<file path="src/rtl/mips_pkg.sv">
// Shared MIPS32 multicycle control definitions: opcodes, control-field encodings,
// controller state enum and the packed control word. JAL support: MAINDEC_JAL_EN.
package mips_pkg;

    localparam logic [5:0] OP_RTYPE = 6'b000000;
    localparam logic [5:0] OP_LW    = 6'b100011;
    localparam logic [5:0] OP_SW    = 6'b101011;
    localparam logic [5:0] OP_BEQ   = 6'b000100;
    localparam logic [5:0] OP_BNE   = 6'b000101;
    localparam logic [5:0] OP_ADDI  = 6'b001000;
    localparam logic [5:0] OP_ANDI  = 6'b001100;
    localparam logic [5:0] OP_ORI   = 6'b001101;
    localparam logic [5:0] OP_SLTI  = 6'b001010;
    localparam logic [5:0] OP_J     = 6'b000010;
    localparam logic [5:0] OP_JAL   = 6'b000011;

    localparam logic [2:0] ALU_ADD   = 3'b000;
    localparam logic [2:0] ALU_SUB   = 3'b001;
    localparam logic [2:0] ALU_FUNCT = 3'b010;
    localparam logic [2:0] ALU_AND   = 3'b011;
    localparam logic [2:0] ALU_OR    = 3'b100;
    localparam logic [2:0] ALU_SLT   = 3'b101;

    localparam logic [1:0] SRCB_RT     = 2'b00;
    localparam logic [1:0] SRCB_FOUR   = 2'b01;
    localparam logic [1:0] SRCB_IMM    = 2'b10;
    localparam logic [1:0] SRCB_IMMSH2 = 2'b11;

    localparam logic [1:0] M2R_ALUOUT = 2'b00;
    localparam logic [1:0] M2R_MDR    = 2'b01;
    localparam logic [1:0] M2R_PC     = 2'b10;

    localparam logic [1:0] RD_RT = 2'b00;
    localparam logic [1:0] RD_RD = 2'b01;
    localparam logic [1:0] RD_RA = 2'b10;

    localparam logic [1:0] PC_ALU    = 2'b00;
    localparam logic [1:0] PC_ALUOUT = 2'b01;
    localparam logic [1:0] PC_JUMP   = 2'b10;

    typedef enum logic [3:0] {
        S_IDLE,
        S_FETCH,
        S_DECODE,
        S_MEMADR,
        S_MEMRD,
        S_MEMWB,
        S_MEMWR,
        S_RTEXE,
        S_ALUWB,
        S_BRANCH,
        S_IEXE,
        S_IWB,
        S_JUMP,
`ifdef MAINDEC_JAL_EN
        S_JAL,
`endif
        S_FAULT
    } state_t;

    typedef struct packed {
        logic       pcwrite;
        logic       branch;
        logic       branch_ne;
        logic       iord;
        logic       memread;
        logic       memwrite;
        logic       irwrite;
        logic [1:0] memtoreg;
        logic [1:0] regdst;
        logic       regwrite;
        logic       alusrca;
        logic [1:0] alusrcb;
        logic       extop;
        logic [2:0] aluop;
        logic [1:0] pcsrc;
    } ctl_t;

    // States in which the memory handshake is live and the watchdog runs.
    function automatic logic is_mem_wait(input state_t s);
        return (s == S_FETCH) || (s == S_MEMRD) || (s == S_MEMWR);
    endfunction

endpackage

</file>
<file path="src/rtl/mem_watchdog.sv">
// Memory-wait watchdog: counts consecutive not-ready cycles within one memory
// state and flags expiry when the WAIT_MAX-th such cycle is reached.
module mem_watchdog #(
    parameter int unsigned WAIT_MAX = 15
) (
    input  logic clk,
    input  logic resetn,
    input  logic active,
    input  logic ready,
    input  logic restart,
    output logic expire
);

    localparam logic [7:0] LAST_WAIT = 8'(WAIT_MAX - 1);

    logic [7:0] count_q;
    logic [7:0] count_d;

    // A fresh count starts on every state change, so each memory state gets its own budget.
    always_comb begin
        count_d = 8'd0;
        if (active && !ready && !restart) begin
            count_d = count_q + 8'd1;
        end
    end

    always_ff @(posedge clk or negedge resetn) begin
        if (!resetn) begin
            count_q <= 8'd0;
        end else begin
            count_q <= count_d;
        end
    end

    assign expire = active && !ready && (count_q == LAST_WAIT);

endmodule

</file>
<file path="src/rtl/mc_maindec.sv">
// Multicycle MIPS32 main controller (Moore FSM with memory stall and watchdog).
// Define MAINDEC_JAL_EN to decode opcode 000011 as JAL; otherwise it traps as illegal.
module mc_maindec
    import mips_pkg::*;
#(
    parameter int unsigned WAIT_MAX = 15
) (
    input  logic       clk,
    input  logic       resetn,
    input  logic [5:0] op,
    input  logic       mem_ready,
    output logic       pcwrite,
    output logic       branch,
    output logic       branch_ne,
    output logic       iord,
    output logic       memread,
    output logic       memwrite,
    output logic       irwrite,
    output logic [1:0] memtoreg,
    output logic [1:0] regdst,
    output logic       regwrite,
    output logic       alusrca,
    output logic [1:0] alusrcb,
    output logic       extop,
    output logic [2:0] aluop,
    output logic [1:0] pcsrc,
    output logic       mem_timeout,
    output logic       illegal_op
);

    state_t state_q;
    state_t state_d;
    state_t decode_target;
    logic   op_legal;
    logic   mem_timeout_q;
    logic   illegal_op_q;
    logic   wd_active;
    logic   wd_restart;
    logic   wd_expire;
    ctl_t   ctl;

    assign wd_active  = is_mem_wait(state_q);
    assign wd_restart = (state_d != state_q);

    mem_watchdog #(
        .WAIT_MAX (WAIT_MAX)
    ) u_mem_watchdog (
        .clk     (clk),
        .resetn  (resetn),
        .active  (wd_active),
        .ready   (mem_ready),
        .restart (wd_restart),
        .expire  (wd_expire)
    );

    always_comb begin
        decode_target = S_FAULT;
        op_legal      = 1'b1;
        case (op)
            OP_LW, OP_SW:                       decode_target = S_MEMADR;
            OP_RTYPE:                           decode_target = S_RTEXE;
            OP_BEQ, OP_BNE:                     decode_target = S_BRANCH;
            OP_ADDI, OP_ANDI, OP_ORI, OP_SLTI:  decode_target = S_IEXE;
            OP_J:                               decode_target = S_JUMP;
`ifdef MAINDEC_JAL_EN
            OP_JAL:                             decode_target = S_JAL;
`endif
            default: begin
                decode_target = S_FAULT;
                op_legal      = 1'b0;
            end
        endcase
    end

    always_ff @(posedge clk or negedge resetn) begin
        if (!resetn) begin
            state_q       <= S_IDLE;
            mem_timeout_q <= 1'b0;
            illegal_op_q  <= 1'b0;
        end else begin
            state_q <= state_d;
            if (wd_expire) begin
                mem_timeout_q <= 1'b1;
            end
            if ((state_q == S_DECODE) && !op_legal) begin
                illegal_op_q <= 1'b1;
            end
        end
    end

    always_comb begin
        state_d = state_q;
        case (state_q)
            S_IDLE:   state_d = S_FETCH;
            S_FETCH: begin
                if (wd_expire) begin
                    state_d = S_FAULT;
                end else if (mem_ready) begin
                    state_d = S_DECODE;
                end
            end
            S_DECODE: state_d = decode_target;
            S_MEMADR: state_d = (op == OP_LW) ? S_MEMRD : S_MEMWR;
            S_MEMRD: begin
                if (wd_expire) begin
                    state_d = S_FAULT;
                end else if (mem_ready) begin
                    state_d = S_MEMWB;
                end
            end
            S_MEMWB:  state_d = S_FETCH;
            S_MEMWR: begin
                if (wd_expire) begin
                    state_d = S_FAULT;
                end else if (mem_ready) begin
                    state_d = S_FETCH;
                end
            end
            S_RTEXE:  state_d = S_ALUWB;
            S_ALUWB:  state_d = S_FETCH;
            S_BRANCH: state_d = S_FETCH;
            S_IEXE:   state_d = S_IWB;
            S_IWB:    state_d = S_FETCH;
            S_JUMP:   state_d = S_FETCH;
`ifdef MAINDEC_JAL_EN
            S_JAL:    state_d = S_FETCH;
`endif
            S_FAULT:  state_d = S_FAULT;
            default:  state_d = S_IDLE;
        endcase
    end

    // Control word: everything idles low except extop, which defaults to sign extension.
    always_comb begin
        ctl       = '0;
        ctl.extop = 1'b1;
        case (state_q)
            S_IDLE, S_FAULT: ctl = '0;
            S_FETCH: begin
                ctl.memread = 1'b1;
                ctl.alusrcb = SRCB_FOUR;
                ctl.aluop   = ALU_ADD;
                ctl.pcsrc   = PC_ALU;
                ctl.irwrite = mem_ready;
                ctl.pcwrite = mem_ready;
            end
            S_DECODE: begin
                ctl.alusrcb = SRCB_IMMSH2;
                ctl.aluop   = ALU_ADD;
            end
            S_MEMADR: begin
                ctl.alusrca = 1'b1;
                ctl.alusrcb = SRCB_IMM;
                ctl.aluop   = ALU_ADD;
            end
            S_MEMRD: begin
                ctl.iord    = 1'b1;
                ctl.memread = 1'b1;
            end
            S_MEMWB: begin
                ctl.regwrite = 1'b1;
                ctl.memtoreg = M2R_MDR;
                ctl.regdst   = RD_RT;
            end
            S_MEMWR: begin
                ctl.iord     = 1'b1;
                ctl.memwrite = 1'b1;
            end
            S_RTEXE: begin
                ctl.alusrca = 1'b1;
                ctl.alusrcb = SRCB_RT;
                ctl.aluop   = ALU_FUNCT;
            end
            S_ALUWB: begin
                ctl.regwrite = 1'b1;
                ctl.regdst   = RD_RD;
                ctl.memtoreg = M2R_ALUOUT;
            end
            S_BRANCH: begin
                ctl.alusrca   = 1'b1;
                ctl.aluop     = ALU_SUB;
                ctl.pcsrc     = PC_ALUOUT;
                ctl.branch    = (op == OP_BEQ);
                ctl.branch_ne = (op == OP_BNE);
            end
            S_IEXE: begin
                ctl.alusrca = 1'b1;
                ctl.alusrcb = SRCB_IMM;
                case (op)
                    OP_ANDI: begin
                        ctl.aluop = ALU_AND;
                        ctl.extop = 1'b0;
                    end
                    OP_ORI: begin
                        ctl.aluop = ALU_OR;
                        ctl.extop = 1'b0;
                    end
                    OP_SLTI: ctl.aluop = ALU_SLT;
                    default: ctl.aluop = ALU_ADD;
                endcase
            end
            S_IWB: begin
                ctl.regwrite = 1'b1;
                ctl.regdst   = RD_RT;
            end
            S_JUMP: begin
                ctl.pcwrite = 1'b1;
                ctl.pcsrc   = PC_JUMP;
            end
`ifdef MAINDEC_JAL_EN
            // The PC register already holds PC+4 from FETCH, so it is the link value.
            S_JAL: begin
                ctl.pcwrite  = 1'b1;
                ctl.pcsrc    = PC_JUMP;
                ctl.regwrite = 1'b1;
                ctl.regdst   = RD_RA;
                ctl.memtoreg = M2R_PC;
            end
`endif
            default: ctl = '0;
        endcase
    end

    assign pcwrite     = ctl.pcwrite;
    assign branch      = ctl.branch;
    assign branch_ne   = ctl.branch_ne;
    assign iord        = ctl.iord;
    assign memread     = ctl.memread;
    assign memwrite    = ctl.memwrite;
    assign irwrite     = ctl.irwrite;
    assign memtoreg    = ctl.memtoreg;
    assign regdst      = ctl.regdst;
    assign regwrite    = ctl.regwrite;
    assign alusrca     = ctl.alusrca;
    assign alusrcb     = ctl.alusrcb;
    assign extop       = ctl.extop;
    assign aluop       = ctl.aluop;
    assign pcsrc       = ctl.pcsrc;
    assign mem_timeout = mem_timeout_q;
    assign illegal_op  = illegal_op_q;

endmodule

</file>
<file path="config.mk">
export PLATFORM = sky130hd
export DESIGN_NAME = mc_maindec
export DESIGN_NICKNAME = d
export VERILOG_FILES = /design/src/rtl/mips_pkg.sv /design/src/rtl/mem_watchdog.sv /design/src/rtl/mc_maindec.sv
export SDC_FILE = /design/constraint.sdc
export NUM_CORES = 1
export LEC_CHECK = 0
export CAP_MARGIN = 25
export CORE_UTILIZATION = 45
export DETAILED_ROUTE_END_ITERATION = 12
export PLACE_DENSITY = 0.81
export SLEW_MARGIN = 20
export SYNTH_ARGS = -nofsm -noshare
export SYNTH_HDL_FRONTEND = slang
export SYNTH_HIERARCHICAL = 1
export SYNTH_SLANG_ARGS = --single-unit
</file>
<file path="constraint.sdc">
create_clock -name clk -period 6.6 [get_ports clk]
set_input_delay 0.99 -clock clk [delete_from_list [all_inputs] [get_ports clk]]
set_output_delay 0.99 -clock clk [all_outputs]
set_load 0.03 [all_outputs]
</file>
==> run summary <==
Outcome -> completed
Worst-path clk slew -> 80 ps
CTS Sinks -> 14
Initial DRC count -> 53
Routability Congestion -> 0.880
Warnings, synthesis -> 6
Number of synthesized register bits -> 14
H-Tree Depth -> 1
Most instantiated library cell after synthesis -> nor2_1
Fin. max-slew vios -> 0
Ys async rst share -> 100%
Syn Area/Cell -> 7.39 sq um
CTS tree -> done
Port Buf Inserts -> 29
Worst min-delay path class -> register to register
Top FF cell, synth -> dfrtp_1
Worst-Margin Slew -> 796 ps
Die area -> 0.00301 sq mm
Worst hold margin -> 472 ps
Area growth from synthesis to layout -> 24.1%
Largest net degree at the start of global routing -> 27
Pre-antenna DRT Iters -> 4
Netlist cell types -> 48
Nature of the critical path endpoint -> register
Final Cycle Share -> 67.4%
Cts hold-fix bufs -> 0
Yosys top cell area share -> 27.9%
Nets -> 202
Post-cts resize count -> 0
RSZ-0062 raised after global routing -> false
Pleak -> 0.598 nW
Reg2Reg Setup Slack -> 2220 ps
Ports -> 32
Routed via count -> 1363
Final Hold Vio Count -> 0
Maximum vdd drop -> 277 uV
FP Rows -> 18
Sequential area share after synthesis -> 27.9%
Share of cells above drive strength 1 -> 4.21%
Diode count -> 0
Achievable Freq -> 0.225 GHz
Worst Setup Path Type -> input pin to register
Initial core utilization -> 48.9%
First-pass GRT wire length -> 5150 um
TNS Setup -> 0 ps
Die Wd -> 54.8 um
Routed WL -> 3150 um
DR DRC count -> 0
EDFF count, synth -> 0
Final min period -> 4450 ps
Worst skew pair latency -> 280 ps
Total power -> 592 uW
Initial antenna violation count -> 0
Critical Path, Cell by Cell -> clkdlybuf4s50_1, nor2b_1, nand4_1, nor4b_1, buf_4, or3_1, a32o_1, a211o_1, xor2_1, or4_1, or3b_1, or4_1, nand2_1
Hpwl dp -> 2320 um
Post-route ant nets -> 0
Clock Tree Root -> clkbuf_4
Critical path data required time -> 6820 ps
GRT Overall Usage -> 23.8%
Top cells by area, synth -> dfrtp_1, nor2_1, a21oi_1
Crit path DAT -> 4670 ps
Slowest-stage cell, CP -> clkdlybuf4s50_1
Core ar. -> 0.00257 sq mm
Max_cap viols -> 0
Syn Inst Count -> 170
Post-Syn Area -> 0.00126 sq mm
Inserted Clock Buffers -> 3
Clk_skew -> 5.81 ps
Global route overflow -> 0
Slowest stage delay, CP -> 640 ps
Relative slew margins -> 46.9%
Die H -> 54.8 um
Synth area leader -> dfrtp_1
CP Launch Type -> input pin
Power Dens Cells -> 380 mW/mm^2
Most frequent cells after synthesis -> nor2_1, dfrtp_1, nand2_1
Worst-path maximum fanout -> 10
Fill count -> 235
WL/cell -> 14.3 um
Clk buf depth -> 2
Vias in the first global route -> 1140
Final Setup Violations -> 0
CP dominant cell by count -> or4_1
Setup Buffers After CTS -> 0
Post-layout util -> 60.7%
DR vias/cell -> 6.20
[worst max-delay path, delay by kind of cell]
kind	cells	cell delay, ps
compound gates	2	560
xor+xnor	1	140
buf+inv	2	810
simple gates	8	2150
[per-layer routing]
layer | track usage, % | vias up | part of all wire (%)
met3 | 5.56 | 6 | 7.0
met1 | 35.1 | 644 | 46
met2 | 32.5 | 57 | 46
met4 | 8.97 | 0 | 1.5
li1 | - | 656 | -
met5 | 0 | - | 0
[sequential cells by signal, summed over array words and instances, names as in the netlist]
register                cells
illegal_op                  1
mem_timeout                 1
u_mem_watchdog/count_q      8
state_q                     4
[cell families after synthesis]
| kind of cell | synth area share, % |
|---|---|
| AO/OA/AOI/OAI | 21.5 |
| XOR/XNOR | 3.49 |
| adder cells (fa/ha/maj) | 1.99 |
| buffers and inverters | 7.57 |
| flip-flops | 27.9 |
| multiplexers | 1.59 |
| other | 0.299 |
| AND/OR/NAND/NOR | 35.7 |
[per-stage QoR]
step                      cell area (sq um)  cells  setup WS [ps]
after floorplan                        1260    171           2470
after global placement                 1520    216           1980
after detailed placement               1520    216           1900
after CTS                              1560    220           2190
after global routing                   1560    220           1990
final                                  1560    220           2150
[final timing paths]
kind                                               from                                  end  cells after the start
worst max-delay path                          mem_ready  u_mem_watchdog/count_q[7]$_DFF_PN0_                     13
worst min-delay path            mem_timeout$_DFFE_PN0P_              mem_timeout$_DFFE_PN0P_                      1
worst max register to register     state_q[0]$_DFF_PN0_  u_mem_watchdog/count_q[7]$_DFF_PN0_                     14
worst min register to register  mem_timeout$_DFFE_PN0P_              mem_timeout$_DFFE_PN0P_                      1
max in group asynchronous                        resetn  u_mem_watchdog/count_q[4]$_DFF_PN0_                      1
min in group asynchronous                        resetn  u_mem_watchdog/count_q[6]$_DFF_PN0_                      1
[final cells by class]
| class | count | area [sq um] | area share, % |
|---|---|---|---|
| inverter | 6 | 22.5 | 1.44 |
| tap | 30 | 37.5 | 2.41 |
| timing repair buffer | 30 | 298 | 19.1 |
| multi-input combinational | 136 | 815 | 52.2 |
| clock buffer | 4 | 36.3 | 2.33 |
| sequential | 14 | 350 | 22.5 |
[placed cells by master (no fill, tap or decap), types with 3 or more instances in the layout]
cell type / instances
or2_2: 3
dfrtp_1: 14
clkdlybuf4s50_1: 29
clkbuf_4: 3
o21ai_0: 8
inv_1: 6
nor4_1: 5
nand4_1: 3
xor2_1: 3
nand2_1: 11
nor2b_1: 7
nor3_1: 9
or3_1: 3
a21oi_1: 10
nor2_1: 21
nand3_1: 6
nand2b_1: 6
[where the power goes]
part / switching (mW) / total, mW / internal, mW
clock network: 0.0261 / 0.0596 / 0.0336
logic: 0.214 / 0.370 / 0.157
registers: 0.0626 / 0.162 / 0.0993
total: 0.302 / 0.592 / 0.290
No activity file was read; power rests on OpenSTA's default activity.
